`src/rtl/keypad_scanner.sv`:
```
// 4x4 matrix keypad scanner: synchronises and debounces the columns, then encodes
// each accepted press as a BCD digit strobe or a one-cycle function-key pulse.
module keypad_scanner #(
  parameter int SCAN_DIV = 1000,
  parameter int DEBOUNCE = 4
) (
  input  logic       Clock,
  input  logic       ResetN,
  input  logic [3:0] Col,
  output logic [3:0] Row,
  output logic [3:0] bcdInput,
  output logic       DigitValid,
  output logic       Enter,
  output logic       Plus,
  output logic       Minus,
  output logic       Equals,
  output logic       Clear,
  output logic [1:0] state_dbg_o
);

  localparam int CW = (SCAN_DIV > 1) ? $clog2(SCAN_DIV) : 1;
  localparam logic [CW-1:0] TICK_MAX = CW'(SCAN_DIV - 1);
  localparam logic [3:0] DEB_N = 4'(DEBOUNCE);

  localparam logic [1:0] ST_SCAN = 2'd0;
  localparam logic [1:0] ST_DEB  = 2'd1;
  localparam logic [1:0] ST_HELD = 2'd2;

  logic [3:0]    col_meta_q, col_s_q;
  logic [CW-1:0] div_q, div_d;
  logic [1:0]    state_q, state_d;
  logic [3:0]    row_oh_q, row_oh_d;
  logic [1:0]    key_row_q, key_row_d;
  logic [1:0]    key_col_q, key_col_d;
  logic [3:0]    stable_q, stable_d;
  logic [3:0]    rel_q, rel_d;
  logic [3:0]    bcd_q, bcd_d;
  logic          dv_q, dv_d, ent_q, ent_d, plus_q, plus_d;
  logic          minus_q, minus_d, eq_q, eq_d, clr_q, clr_d;

  logic       tick;
  logic       single;
  logic [1:0] col_idx;
  logic [1:0] row_idx;
  logic       accept;
  logic [1:0] acc_row, acc_col;
  logic [3:0] row_next;

  assign tick     = (div_q == TICK_MAX);
  assign row_next = {row_oh_q[2:0], row_oh_q[3]};

  always_comb begin
    single  = 1'b0;
    col_idx = 2'd0;
    case (col_s_q)
      4'b1110: begin single = 1'b1; col_idx = 2'd0; end
      4'b1101: begin single = 1'b1; col_idx = 2'd1; end
      4'b1011: begin single = 1'b1; col_idx = 2'd2; end
      4'b0111: begin single = 1'b1; col_idx = 2'd3; end
      default: begin single = 1'b0; col_idx = 2'd0; end
    endcase
  end

  always_comb begin
    case (row_oh_q)
      4'b1101: row_idx = 2'd1;
      4'b1011: row_idx = 2'd2;
      4'b0111: row_idx = 2'd3;
      default: row_idx = 2'd0;
    endcase
  end

  always_comb begin
    div_d     = tick ? '0 : div_q + 1'b1;
    state_d   = state_q;
    row_oh_d  = row_oh_q;
    key_row_d = key_row_q;
    key_col_d = key_col_q;
    stable_d  = stable_q;
    rel_d     = rel_q;
    accept    = 1'b0;
    acc_row   = key_row_q;
    acc_col   = key_col_q;
    if (tick) begin
      case (state_q)
        ST_SCAN: begin
          if (single) begin
            key_row_d = row_idx;
            key_col_d = col_idx;
            stable_d  = 4'd1;
            if (DEB_N == 4'd1) begin
              accept  = 1'b1;
              acc_row = row_idx;
              acc_col = col_idx;
              state_d = ST_HELD;
            end else begin
              state_d = ST_DEB;
            end
          end else begin
            row_oh_d = row_next;
          end
        end
        ST_DEB: begin
          if (single && (col_idx == key_col_q)) begin
            stable_d = stable_q + 4'd1;
            if ((stable_q + 4'd1) == DEB_N) begin
              accept  = 1'b1;
              state_d = ST_HELD;
            end
          end else begin
            state_d  = ST_SCAN;
            row_oh_d = row_next;
            stable_d = 4'd0;
          end
        end
        ST_HELD: begin
          // Row stays frozen; only a run of all-high column ticks ends the hold.
          if (col_s_q == 4'b1111) begin
            if ((rel_q + 4'd1) == DEB_N) begin
              state_d  = ST_SCAN;
              row_oh_d = row_next;
              rel_d    = 4'd0;
              stable_d = 4'd0;
            end else begin
              rel_d = rel_q + 4'd1;
            end
          end else begin
            rel_d = 4'd0;
          end
        end
        default: state_d = ST_SCAN;
      endcase
    end
  end

  always_comb begin
    bcd_d   = bcd_q;
    dv_d    = 1'b0;
    ent_d   = 1'b0;
    plus_d  = 1'b0;
    minus_d = 1'b0;
    eq_d    = 1'b0;
    clr_d   = 1'b0;
    if (accept) begin
      case ({acc_row, acc_col})
        4'h0: begin bcd_d = 4'd1; dv_d = 1'b1; end
        4'h1: begin bcd_d = 4'd2; dv_d = 1'b1; end
        4'h2: begin bcd_d = 4'd3; dv_d = 1'b1; end
        4'h3: plus_d = 1'b1;
        4'h4: begin bcd_d = 4'd4; dv_d = 1'b1; end
        4'h5: begin bcd_d = 4'd5; dv_d = 1'b1; end
        4'h6: begin bcd_d = 4'd6; dv_d = 1'b1; end
        4'h7: minus_d = 1'b1;
        4'h8: begin bcd_d = 4'd7; dv_d = 1'b1; end
        4'h9: begin bcd_d = 4'd8; dv_d = 1'b1; end
        4'hA: begin bcd_d = 4'd9; dv_d = 1'b1; end
        4'hB: clr_d = 1'b1;
        4'hC: ent_d = 1'b1;
        4'hD: begin bcd_d = 4'd0; dv_d = 1'b1; end
        4'hE: eq_d = 1'b1;
        default: bcd_d = bcd_q;
      endcase
    end
  end

  always_ff @(posedge Clock) begin
    if (!ResetN) begin
      col_meta_q <= 4'b1111;
      col_s_q    <= 4'b1111;
      div_q      <= '0;
      state_q    <= ST_SCAN;
      row_oh_q   <= 4'b1110;
      key_row_q  <= 2'd0;
      key_col_q  <= 2'd0;
      stable_q   <= 4'd0;
      rel_q      <= 4'd0;
      bcd_q      <= 4'd0;
      dv_q       <= 1'b0;
      ent_q      <= 1'b0;
      plus_q     <= 1'b0;
      minus_q    <= 1'b0;
      eq_q       <= 1'b0;
      clr_q      <= 1'b0;
    end else begin
      col_meta_q <= Col;
      col_s_q    <= col_meta_q;
      div_q      <= div_d;
      state_q    <= state_d;
      row_oh_q   <= row_oh_d;
      key_row_q  <= key_row_d;
      key_col_q  <= key_col_d;
      stable_q   <= stable_d;
      rel_q      <= rel_d;
      bcd_q      <= bcd_d;
      dv_q       <= dv_d;
      ent_q      <= ent_d;
      plus_q     <= plus_d;
      minus_q    <= minus_d;
      eq_q       <= eq_d;
      clr_q      <= clr_d;
    end
  end

  assign Row         = row_oh_q;
  assign bcdInput    = bcd_q;
  assign DigitValid  = dv_q;
  assign Enter       = ent_q;
  assign Plus        = plus_q;
  assign Minus       = minus_q;
  assign Equals      = eq_q;
  assign Clear       = clr_q;
  assign state_dbg_o = state_q;

endmodule

```
`config.mk`:
```
export PLATFORM = sky130hd
export DESIGN_NAME = keypad_scanner
export DESIGN_NICKNAME = d
export VERILOG_FILES = /design/src/rtl/keypad_scanner.sv
export SDC_FILE = /design/constraint.sdc
export NUM_CORES = 1
export LEC_CHECK = 0
export ABC_AREA = 1
export CORE_MARGIN = 2
export CORE_UTILIZATION = 56
export DETAILED_ROUTE_END_ITERATION = 16
export PLACE_DENSITY = 0.79
export SETUP_SLACK_MARGIN = 0.15
export SYNTH_ARGS = -nofsm -noshare
export SYNTH_HDL_FRONTEND = slang
export SYNTH_SLANG_ARGS = --single-unit
```
`constraint.sdc`:
```
create_clock -name Clock -period 2 [get_ports Clock]
set_input_delay 0.6 -clock Clock [delete_from_list [all_inputs] [get_ports Clock]]
set_output_delay 0.6 -clock Clock [all_outputs]
set_load 0.01 [all_outputs]
```
=== Word-level counts from Yosys, hierarchy flattened ===
Index checks and enable logic that the tools add are counted.

* Multiply operators: 0
* Bitwise operators: 1
* Shift operators: 0
* $lt $le $gt $ge: 0
* Reduce and logical (&&, ||, !) cells: 15
* Add/subtract/negate cells: 3
* Mux-type cells: 32
* Divide/modulo/power cells: 0
* Eq/ne operators: 34

{| class="wikitable"
|+ Operators with widths
! cell !! number
|-
| == test 4 bit (second input constant) || 13
|-
| two-way mux 4 bit || 10
|-
| case mux 4 bit (10 select lines) || 1
|-
| == test 4 x 3 -> 1 bit (second input constant) || 8
|-
| case mux 4 bit (3 select lines) || 2
|-
| case mux 2 bit (3 select lines) || 3
|-
| two-way mux 1 bit || 11
|-
| adder 10 x 1 -> 10 bit (second input constant) || 1
|-
| == test 10 bit (second input constant) || 1
|-
| two-way mux 2 bit || 5
|-
| inequality test 2 bit (second input constant) || 5
|-
| AND reduction 5 bit || 2
|-
| nonzero test 10 bit || 1
|-
| OR reduction 10 bit || 1
|-
| adder 4 x 1 -> 4 bit (second input constant) || 2
|-
| == test 4 x 2 -> 1 bit (second input constant) || 2
|-
| AND reduction 2 bit || 3
|-
| AND reduction 6 bit || 1
|-
| == test 4 x 1 -> 1 bit (second input constant) || 1
|-
| zero test 4 bit || 1
|-
| OR reduction 4 bit || 1
|-
| inequality test 3 bit (second input constant) || 1
|-
| AND reduction 3 bit || 1
|-
| nonzero test 3 bit || 1
|-
| other kinds (7) || 7
|}

* Input port bits: 6
* ROM bits: 0
* Memory bits (writable): 0
* Register bits after elaboration: 46
* Memories: 0
* Bits in latches: 0
* Word-level logic and storage cells: 101

=== Logic depth before layout (Yosys ltp) ===
* Depth after elaboration: 8
* Gate-level depth with buffers: 12

=== Worst setup path before layout ===
No wires, ideal clock.

* Path kind: flip-flop to flip-flop
* From: register state_q[0] (netlist: state_dbg_o[0])
* To: register stable_q[3]
* Arrival time: 1.366 ns
* Slack: 0.509 ns
* Required time: 1.875 ns
* Cell stages (with the launch flop): 11
* Setup time: 0.125 ns
* Path buffers: 0
* Cells stage by stage: dfxtp_1 > inv_1 > ha_1 > inv_1 > nor2_1 > nor2_2 > nand4_2 > inv_1 > nand2_1 > nand2_1 > nor2_1

* Word-level cells in the longest chain between the ends: 3
* Elaborated cells between the ends (all ways): 9
* Those cells by class: eq/ne (5); mux (1); reduce/logical (3)

{| class="wikitable"
|+ Ends and longest elaborated chain
! what !! RTL line !! source
|-
| start: declaration || 31 || <nowiki>logic [1:0] state_q, state_d;</nowiki>
|-
| start signal: assignment || 188 || <nowiki>state_q <= state_d;</nowiki>
|-
| == test 2 bit, or another cell as far along || 85 || <nowiki>case (state_q)</nowiki>
|-
| inequality test 2 bit (no line) or nonzero test 3 bit (tied branches) || - ||
|-
| AND reduction 5 bit (no line) || - ||
|-
| end signal: assignment || 192 || <nowiki>stable_q <= stable_d;</nowiki>
|-
| end: declaration || 35 || <nowiki>logic [3:0] stable_q, stable_d;</nowiki>
|}

Several ways; a longest one is shown, not always the timed one.
A chain may end at the register's enable or synchronous reset.

=== Final worst setup path ===
* From: register bcd_q[1] (netlist: bcdInput[1])
* To: output port bcdInput[1]

{| class="wikitable"
|+ RTL lines
! what !! RTL line !! source
|-
| start: declaration || 37 || <nowiki>logic [3:0] bcd_q, bcd_d;</nowiki>
|-
| start signal: assignment || 177 || <nowiki>bcd_q <= 4'd0;</nowiki>
|-
| start signal: assignment || 194 || <nowiki>bcd_q <= bcd_d;</nowiki>
|-
| end: declaration || 11 || <nowiki>output logic [3:0] bcdInput,</nowiki>
|}

No word-level cell between the ends.

==> results.md <==
* CP Launch Type: flip-flop
* Via Count at around 2100
* Clock Power Share at 0.451
* Row count at 23
* Switch Pwr at 0.380 mW
* GRT Total Usage at 0.232
* Boundary Pins at 22
* Drt initial violations at 122
* Total CTS buffers at 5
* Worst skew pair latency at 0.30 ns
* Layout cells sized above 1 at 0.141
* Register area share after synthesis at 0.397
* Hold slack at 0.422 ns
* Synth Flop Type: dfxtp_1
* Hold WC Path Type: flip-flop to flip-flop
* Antenna Violating Nets Remaining at 0
* DR DRC count at 0
* Layout Skew at a little under 0.01 ns
* Diodes inserted at 0
* PortBufs at 21
* DP Worst Slack at between 0.15 and 0.2 ns
* CP delay by family, top: buffers and inverters
* Non-filler instance count after layout at 412
* Status: complete, no violations
* Setup TNS at 0 ns
* Mapped Cells at around 340
* Logic pwr share at 0.049
* Critical path class: flip-flop to output port
* Routability cong. at 0.820
* Worst-Margin Slew at 0.432 ns
* Switching share of power at 0.203
* Final setup vio count at 0
* Worst VDD drop at 0.477 mV
* Buf+Inv Stages, Crit Path at 1
* Crit path DAT at 1.17 ns
* Layout area overhead at 20.2%
* Clock slew at reported path FFs at about 0.09 ns
* Die footprint at 4670 um^2
* Detailed Place HPWL at between 3 and 4 mm
* Initial antenna violation count at 0
* Slowest-stage cell, CP: clkdlybuf4s50_1
* Worst path cell trace: clkdlybuf4s50_1
* CTS tree: yes
* Relative slew slack at 0.712
* Placed cell count at 404
* Synth unique cells at 28
* Vias in the first global route at 2049
* Clock sink count at 46
* Cell-internal power at 1.49 mW
* Maximum clock frequency at 565 MHz
* Root buffer cell: clkbuf_8
* First-pass GRT wire length at 8.19 mm
* Leak Pwr at about 1.3 nW
* Synth warnings at 0
* Post-synth EDFFs at 0
* Grt ovf at 0
* Fill count at between 300 and 400
* H-tree depth at 2
* Worst setup EP type: output port
* Setup ws final at 0.230 ns
* Pwr Density at 673 nW/um^2
* CTS Buffer Depth at 2
* Period utilization at 0.885
* Die W at ~70 um
* Area of the mapped netlist at about 2300 um^2
* Final WL at between 4 and 5 mm
* Period minus WS final at 1.77 ns
* Hold bufs inserted after CTS at 0
* Die height at 68.3 um
* Max stage delay on crit path at 0.54 ns
* Syn_area_per_cell at 6.92 um^2
* RSZ-0062 raised after global routing: true
* Final Hold Viols at 0
* WL/cell at 11.6 um
* Critical Path RT at 1.40 ns
* Starting Density at 0.580
* Post-Syn Nets at about 350
* CP max FO at 2
* Pin count of the biggest net entering global routing at 19
* Vias per cell at between 5 and 6
* Ys async rst share at 0
* Core ar. at 4000 um^2
* Synthesis-stage register bit count at 46
* DRT Pass-1 Iters at 4
* Number of max-cap violations at 0
* # nets final at 375
* Seq pwr share at 0.500
* Max-slew violation count at 0
routing by layer:
metal / share of wire / global-route usage
met5: 0 / 0
met4: 0.018 / 0.0775
met3: 0.028 / 0.0493
met2: 0.49 / 0.416
met1: 0.47 / 0.274
what timing repair did:
item	CTS	global route
gates resized for setup	6	13
setup endpoints to repair	6	19
pin swaps	0	0
buffers inserted	0	0
per-stage QoR:
stage / total power, mW / area, um^2 / util
after floorplan: 1.02 / 2320 / -
after global routing: 1.94 / 2790 / 0.697
final: 1.87 / 2790 / 0.697
after CTS: 1.89 / 2740 / 0.684
after detailed placement: 1.05 / 2590 / 0.647
after global placement: 1.04 / 2590 / 0.647
power by group through the flow:
stage               registers (mW)  clock network (mW)  logic, mW
floorplan                    0.955                   0     0.0649
global placement             0.957                   0     0.0870
detailed placement           0.957                   0     0.0901
global route                 0.938               0.899      0.104
finish                       0.936               0.846     0.0920
CTS                          0.936               0.864     0.0906
logic make-up (layout without fill, tap and decap cells):
family | Yosys count | in the layout | share of synthesized area
AOI/OAI and AO/OA | 33 | 33 | 0.0777
xor gates and xnor gates | 2 | 2 | 0.00756
adders and majority gates | 8 | 8 | 0.0432
buffers and inverters | 55 | 82 | 0.0896
DFF | 46 | 46 | 0.397
and+or+nand+nor | 191 | 191 | 0.385
cell usage after synthesis, types with 3 or more instances:
| master | count | area [um^2] |
|---|---|---|
| a21oi_1 | 18 | 90.1 |
| dfxtp_1 | 46 | 921 |
| ha_1 | 8 | 100 |
| inv_1 | 49 | 184 |
| inv_2 | 3 | 11.3 |
| nand2_1 | 73 | 274 |
| nand2_2 | 7 | 43.8 |
| nand3_1 | 26 | 130 |
| nand4_1 | 10 | 62.6 |
| nand4_2 | 3 | 37.5 |
| nor2_1 | 48 | 180 |
| nor2_2 | 7 | 43.8 |
| nor3_1 | 3 | 15.0 |
| o21ai_0 | 9 | 45.0 |
| or2_2 | 8 | 50.1 |
state kept, by name (all words and copies together), names as in the netlist, 2 cells and up:
name,cells
acc_row,2
rel_q,4
col_meta_q,4
acc_col,2
col_s_q,4
stable_q,4
state_dbg_o,2
Row,4
div_q,10
bcdInput,4
placed cells by master, fill, tap and decap left out, types with 8 or more instances in the layout:
cell	count
inv_1	49
dfxtp_2	8
dfxtp_1	38
or2_2	8
nand2_2	8
nor2_1	48
nand3_1	26
ha_1	8
nand4_1	10
nand2_1	72
a21oi_1	18
clkdlybuf4s50_1	15
o21ai_0	9
layout make-up:
type                            instances  area (um^2)  share of cell area
Clock buffer                            6         82.6              0.0296
Timing Repair Buffer                   22          233              0.0835
Inverter                               52          195              0.0700
Multi-Input combinational cell        234         1220               0.439
Sequential cell                        46          931               0.334
Clock inverter                          2         60.1              0.0216
Tap cell                               50         62.6              0.0225
worst paths after layout:
check	cells past startpoint	startpoint	to	slack (ns)
setup / recovery	1	bcdInput[1]	bcdInput[1]	0.23
hold reg to reg	1	col_meta_q[2]	col_s_q[2]	0.42
hold / removal	1	col_meta_q[2]	col_s_q[2]	0.42
setup reg to reg	12	rel_q[0]	stable_q[3]	0.31
Note: power is estimated with default switching activity, not from simulation.
